[src/rtl/move_sequencer.sv]
// Tick-paced movement sequencer for a grid maze: on each step it looks up the
// legal exits of the current cell, picks a direction and advances one cell.
`timescale 1ns/1ps
module move_sequencer #(
    parameter int TICKS_PER_STEP = 4000000,
    parameter int CNT_W          = 22,
    parameter int GRID_W         = 28,
    parameter int GRID_H         = 31,
    parameter int START_X        = 13,
    parameter int START_Y        = 23
) (
    input  logic       clk,
    input  logic       reset,
    input  logic       enable,
    input  logic [3:0] req_dir,
    output logic       legal_req,
    output logic [4:0] legal_x,
    output logic [4:0] legal_y,
    input  logic       legal_ack,
    input  logic [3:0] legal_moves,
    output logic [4:0] pos_x,
    output logic [4:0] pos_y,
    output logic [3:0] move_dir,
    output logic       step_done,
    output logic       blocked
);

    typedef enum logic [1:0] {
        S_IDLE   = 2'd0,
        S_REQ    = 2'd1,
        S_DECIDE = 2'd2,
        S_MOVE   = 2'd3
    } state_t;

    localparam logic [3:0]       DIR_L    = 4'b0001;
    localparam logic [3:0]       DIR_R    = 4'b0010;
    localparam logic [3:0]       DIR_U    = 4'b0100;
    localparam logic [3:0]       DIR_D    = 4'b1000;
    localparam logic [4:0]       X_MAX    = 5'(GRID_W - 1);
    localparam logic [4:0]       Y_MAX    = 5'(GRID_H - 1);
    localparam logic [4:0]       X_RST    = 5'(START_X);
    localparam logic [4:0]       Y_RST    = 5'(START_Y);
    localparam logic [CNT_W-1:0] CNT_LAST = CNT_W'(TICKS_PER_STEP - 1);

    state_t           state_q,     state_d;
    logic [CNT_W-1:0] cnt_q,       cnt_d;
    logic [4:0]       pos_x_q,     pos_x_d;
    logic [4:0]       pos_y_q,     pos_y_d;
    logic [3:0]       dir_q,       dir_d;
    logic [3:0]       moves_q,     moves_d;
    logic             req_q,       req_d;
    logic [4:0]       lx_q,        lx_d;
    logic [4:0]       ly_q,        ly_d;
    logic             done_q,      done_d;
    logic             blocked_q,   blocked_d;
    logic             tick_s;
    logic             req_valid_s;

    // Zero or multiple request bits are treated as "no request".
    function automatic logic is_onehot4(input logic [3:0] v);
        logic r;
        case (v)
            DIR_L, DIR_R, DIR_U, DIR_D: r = 1'b1;
            default:                    r = 1'b0;
        endcase
        return r;
    endfunction

    function automatic logic [4:0] next_x(input logic [4:0] x, input logic [3:0] dir);
        logic [4:0] r;
        case (dir)
            DIR_L:   r = (x == 5'd0)  ? X_MAX : x - 5'd1;
            DIR_R:   r = (x == X_MAX) ? 5'd0  : x + 5'd1;
            default: r = x;
        endcase
        return r;
    endfunction

    function automatic logic [4:0] next_y(input logic [4:0] y, input logic [3:0] dir);
        logic [4:0] r;
        case (dir)
            DIR_U:   r = (y == 5'd0)  ? Y_MAX : y - 5'd1;
            DIR_D:   r = (y == Y_MAX) ? 5'd0  : y + 5'd1;
            default: r = y;
        endcase
        return r;
    endfunction

    assign tick_s      = enable && (cnt_q == CNT_LAST);
    assign req_valid_s = is_onehot4(req_dir) && ((req_dir & moves_q) != 4'b0000);

    // Step-rate counter: free-runs while enabled, held at zero otherwise.
    always_comb begin
        cnt_d = cnt_q;
        if (!enable) begin
            cnt_d = '0;
        end else if (cnt_q == CNT_LAST) begin
            cnt_d = '0;
        end else begin
            cnt_d = cnt_q + CNT_W'(1);
        end
    end

    // Sequencer next-state and registered-output logic.
    always_comb begin
        state_d   = state_q;
        pos_x_d   = pos_x_q;
        pos_y_d   = pos_y_q;
        dir_d     = dir_q;
        moves_d   = moves_q;
        req_d     = req_q;
        lx_d      = lx_q;
        ly_d      = ly_q;
        done_d    = 1'b0;
        blocked_d = blocked_q;
        case (state_q)
            S_IDLE: begin
                // Ticks arriving outside IDLE are simply lost.
                if (tick_s) begin
                    state_d = S_REQ;
                    req_d   = 1'b1;
                    lx_d    = pos_x_q;
                    ly_d    = pos_y_q;
                end else begin
                    state_d = S_IDLE;
                end
            end
            S_REQ: begin
                if (legal_ack) begin
                    moves_d = legal_moves;
                    req_d   = 1'b0;
                    state_d = S_DECIDE;
                end else begin
                    state_d = S_REQ;
                end
            end
            S_DECIDE: begin
                if (req_valid_s) begin
                    dir_d   = req_dir;
                    state_d = S_MOVE;
                end else if ((dir_q & moves_q) != 4'b0000) begin
                    state_d = S_MOVE;
                end else begin
                    blocked_d = 1'b1;
                    done_d    = 1'b1;
                    state_d   = S_IDLE;
                end
            end
            S_MOVE: begin
                pos_x_d   = next_x(pos_x_q, dir_q);
                pos_y_d   = next_y(pos_y_q, dir_q);
                blocked_d = 1'b0;
                done_d    = 1'b1;
                state_d   = S_IDLE;
            end
            default: begin
                state_d = S_IDLE;
                req_d   = 1'b0;
            end
        endcase
    end

    // State and output registers; reset abandons any step in flight.
    always_ff @(posedge clk or posedge reset) begin
        if (reset) begin
            state_q   <= S_IDLE;
            cnt_q     <= '0;
            pos_x_q   <= X_RST;
            pos_y_q   <= Y_RST;
            dir_q     <= DIR_L;
            moves_q   <= 4'b0000;
            req_q     <= 1'b0;
            lx_q      <= X_RST;
            ly_q      <= Y_RST;
            done_q    <= 1'b0;
            blocked_q <= 1'b0;
        end else begin
            state_q   <= state_d;
            cnt_q     <= cnt_d;
            pos_x_q   <= pos_x_d;
            pos_y_q   <= pos_y_d;
            dir_q     <= dir_d;
            moves_q   <= moves_d;
            req_q     <= req_d;
            lx_q      <= lx_d;
            ly_q      <= ly_d;
            done_q    <= done_d;
            blocked_q <= blocked_d;
        end
    end

    assign legal_req = req_q;
    assign legal_x   = lx_q;
    assign legal_y   = ly_q;
    assign pos_x     = pos_x_q;
    assign pos_y     = pos_y_q;
    assign move_dir  = dir_q;
    assign step_done = done_q;
    assign blocked   = blocked_q;

endmodule

[config.mk]
export PLATFORM = sky130hd
export DESIGN_NAME = move_sequencer
export DESIGN_NICKNAME = d
export VERILOG_FILES = /design/src/rtl/move_sequencer.sv
export SDC_FILE = /design/constraint.sdc
export NUM_CORES = 1
export LEC_CHECK = 0
export CAP_MARGIN = 25
export CORE_AREA = 2 2 100 73
export CTS_CLUSTER_SIZE = 25
export DETAILED_ROUTE_END_ITERATION = 10
export DIE_AREA = 0 0 102 75
export PLACE_DENSITY = 0.64
export SLEW_MARGIN = 15
export SYNTH_ARGS = -nofsm -noshare
export SYNTH_HDL_FRONTEND = slang
export SYNTH_SLANG_ARGS = --single-unit
[constraint.sdc]
create_clock -name clk -period 3.2 [get_ports clk]
set_input_delay 0.48 -clock clk [delete_from_list [all_inputs] [get_ports clk]]
set_output_delay 0.48 -clock clk [all_outputs]
set_load 0.02 [all_outputs]
==> qor.yml <==
instances_no_fill: 424
clk_pin_slew_worst_paths_ps: 110
synth-seq-cells: 55
overflow: 0
viasPerCell: 5.29
initial_core_util_pct: 44.2
htreeDepth: 2
cts_tree: "done"
multiInputGateArea_sq_mm: 0.00145
fin_nets: 347
critPathRequiredTime_ps: 3390
worstMarginPinSlew_ps: 696
slowest_delay_ps: 540
core_area_sq_mm: 0.00663
layout_min_cycle_time_ps: 2410
wl_per_cell_um: 14.3
final-seq-area_sq_mm: 0.00140
cts_resized: 0
synth_top_area_share_pct: 34.1
layout-drive-gt1-share_pct: 17.3
dp.cells: 416
grt_pass1_wl_um: 10100
final_core_util_pct: 53.1
hold_path.class: "flop to flop"
dr.pass1.iters: 4
chipWidth_um: 102
rsz0062_at_grt: "no"
synthArstFlopShare_pct: 100
syn_nets: 309
max_freq_ghz: 0.414
cp_cell_sequence: "clkdlybuf4s50_1 > or3b_2 > a21o_1 > nor3_1 > mux2_2"
worstHoldPathCells: 2
r2r_cells: 6
wl_um: 6080
synth_edf_count: 0
synth_area_leader_cell: "dfrtp_1"
setup_tns_ps: 0
syn2layout_area_growth_pct: 20.0
grt_pass1_vias: 2008
cp-end-kind: "flop"
drtIter0Drc: 90
vias: 2241
hold_buffers: 0
cts_setup_buffers: 0
max_cap_viol_count: 0
port_buffers: 38
ys.flop_type: "dfrtp_1"
final_antenna_net_count: 0
hold_end: "legal_req"
critPathLaunchType: "input pin"
clk_path_buf_depth: 2
die_h_um: 75
r2r-end: "legal_y[3]"
post-synth-top-count-cell: "dfrtp_1"
track_usage_pct: 16.9
syn_area_sq_mm: 0.00293
dp.final_hpwl_um: 4430
slew_violations: 0
grt_max_degree: 31
cp_num_buf_inv: 1
ys_seq_area_share_pct: 47.6
synth.area.top_cells: "dfrtp_1, dfstp_2, xnor2_1, mux2_4, nor2_1"
min_from: "legal_req"
critical_path_class: "input pin to flop"
clock_skew_ps: 7.07
power.density_mw_per_mm2: 367
io_pins: 39
synthTopCellsByCount: "dfrtp_1, nor2_1, nand2_1"
cts.sinks: 55
ys_types: 49
grt_antenna_before_repair: 0
syn_inst: 291
cpMaxStageDelayCell: "nor3_1"
num-fill-cells: 635
status: "finished clean"
ir_worst_vdd_mv: 0.205
rows: 25
gp_congestion: 0.849
p_leak_uw: 0.00144
max-slew-margin-rel_pct: 53.5
yosys_warnings: 0
hold_viol_final: 0
setup_viol_count_final: 0
cp_max_fo: 5
drc: 0
syn_area_per_cell_sq_um: 10.1
cp_top_family: "simple AND/OR/NAND/NOR gates"
cts_root_buf: "clkbuf_8"
reg2reg_from: "cnt_q[0]"
cp.arrival_ps: 2610
n_antenna_cell: 0
r2r_setup_slack_ps: 920
clkLatencyLatePin_ps: 300
numCtsBuffers: 5
dieArea_sq_mm: 0.00765
period_share_pct: 75.4
-- through the flow --
stage	setup slack [ps]	hold slack [ps]	cell area (sq um)	power, uW
floorplan	1130	469	2930	840
global placement	564	490	3430	903
detailed placement	480	487	3430	905
CTS	795	514	3520	1300
global route	684	531	3520	1350
finish	786	512	3520	1290
-- worst reg2reg max path, stage by stage (launching register included) --
cell and delay (ps):
dfrtp_1 440, ha_1 280, nand4_4 150, nor2_4 160
nand4_2 130, or4b_4 660, mux2_4 350
-- flip-flops by register name, indices dropped and copies added, names as in the netlist --
register and flops:
legal_x 5, moves_q 4, state_q 2, step_done 1, legal_req 1, move_dir 4, pos_x 5, blocked 1
legal_y 5, cnt_q 22, pos_y 5
-- cells by family (layout without fill, tap and decap cells) --
group           count (synthesis)  count (layout)  share of synthesized area (%)
compound gates                 48              48                           10.1
buf+inv                        24              63                           3.37
simple gates                  116             116                           21.3
flops                          55              55                           47.6
fa+ha+maj                       6               6                           2.56
xor+xnor                       24              24                           7.17
mux                            18              18                           7.94
-- placed cells by master (no fill, tap or decap), types with 6 or more instances in the layout --
master and instances:
xnor2_1 14, ha_1 6, nor4_1 7, mux2_2 10
xor2_1 10, nor2_1 31, nor3_1 6, nand3_1 17
clkdlybuf4s50_1 38, inv_1 11, dfstp_2 15, a21oi_1 9
mux2_4 8, dfrtp_1 40, nand4_1 6, nand2_1 21
o21ai_0 19
-- where the power goes --
part | switching, uW | internal (uW) | leakage, uW
Clock | 238 | 159 | 0.0000489
Combinational | 71.0 | 68.6 | 0.000694
Sequential | 34.3 | 719 | 0.000700
-- metal layers --
metal	up-vias	track usage (%)	share of wire [%]
met2	50	22.7	39
met4	0	3.56	0.58
li1	1114	-	-
met5	-	0	0
met1	1075	28.1	57
met3	2	2.97	3.9
-- worst max-delay path by stage --
stage               startpoint          end  depth (start not counted)
detailed placement  req_dir[0]  move_dir[1]                          5
CTS                 req_dir[0]  move_dir[1]                          5
global route        req_dir[0]  move_dir[1]                          5
finish              req_dir[0]  move_dir[1]                          5
floorplan             cnt_q[0]   legal_x[1]                          7
global placement    req_dir[0]  move_dir[3]                          5
-- cell type report --
class,count,share of cell area (%)
Multi-Input combinational cell,212,41.3
Sequential cell,55,39.7
Timing Repair Buffer,43,11.9
Tap cell,94,3.34
Clock buffer,5,1.96
Inverter,12,1.28
Clock inverter,3,0.640
No activity file was read; power rests on OpenSTA's default activity.
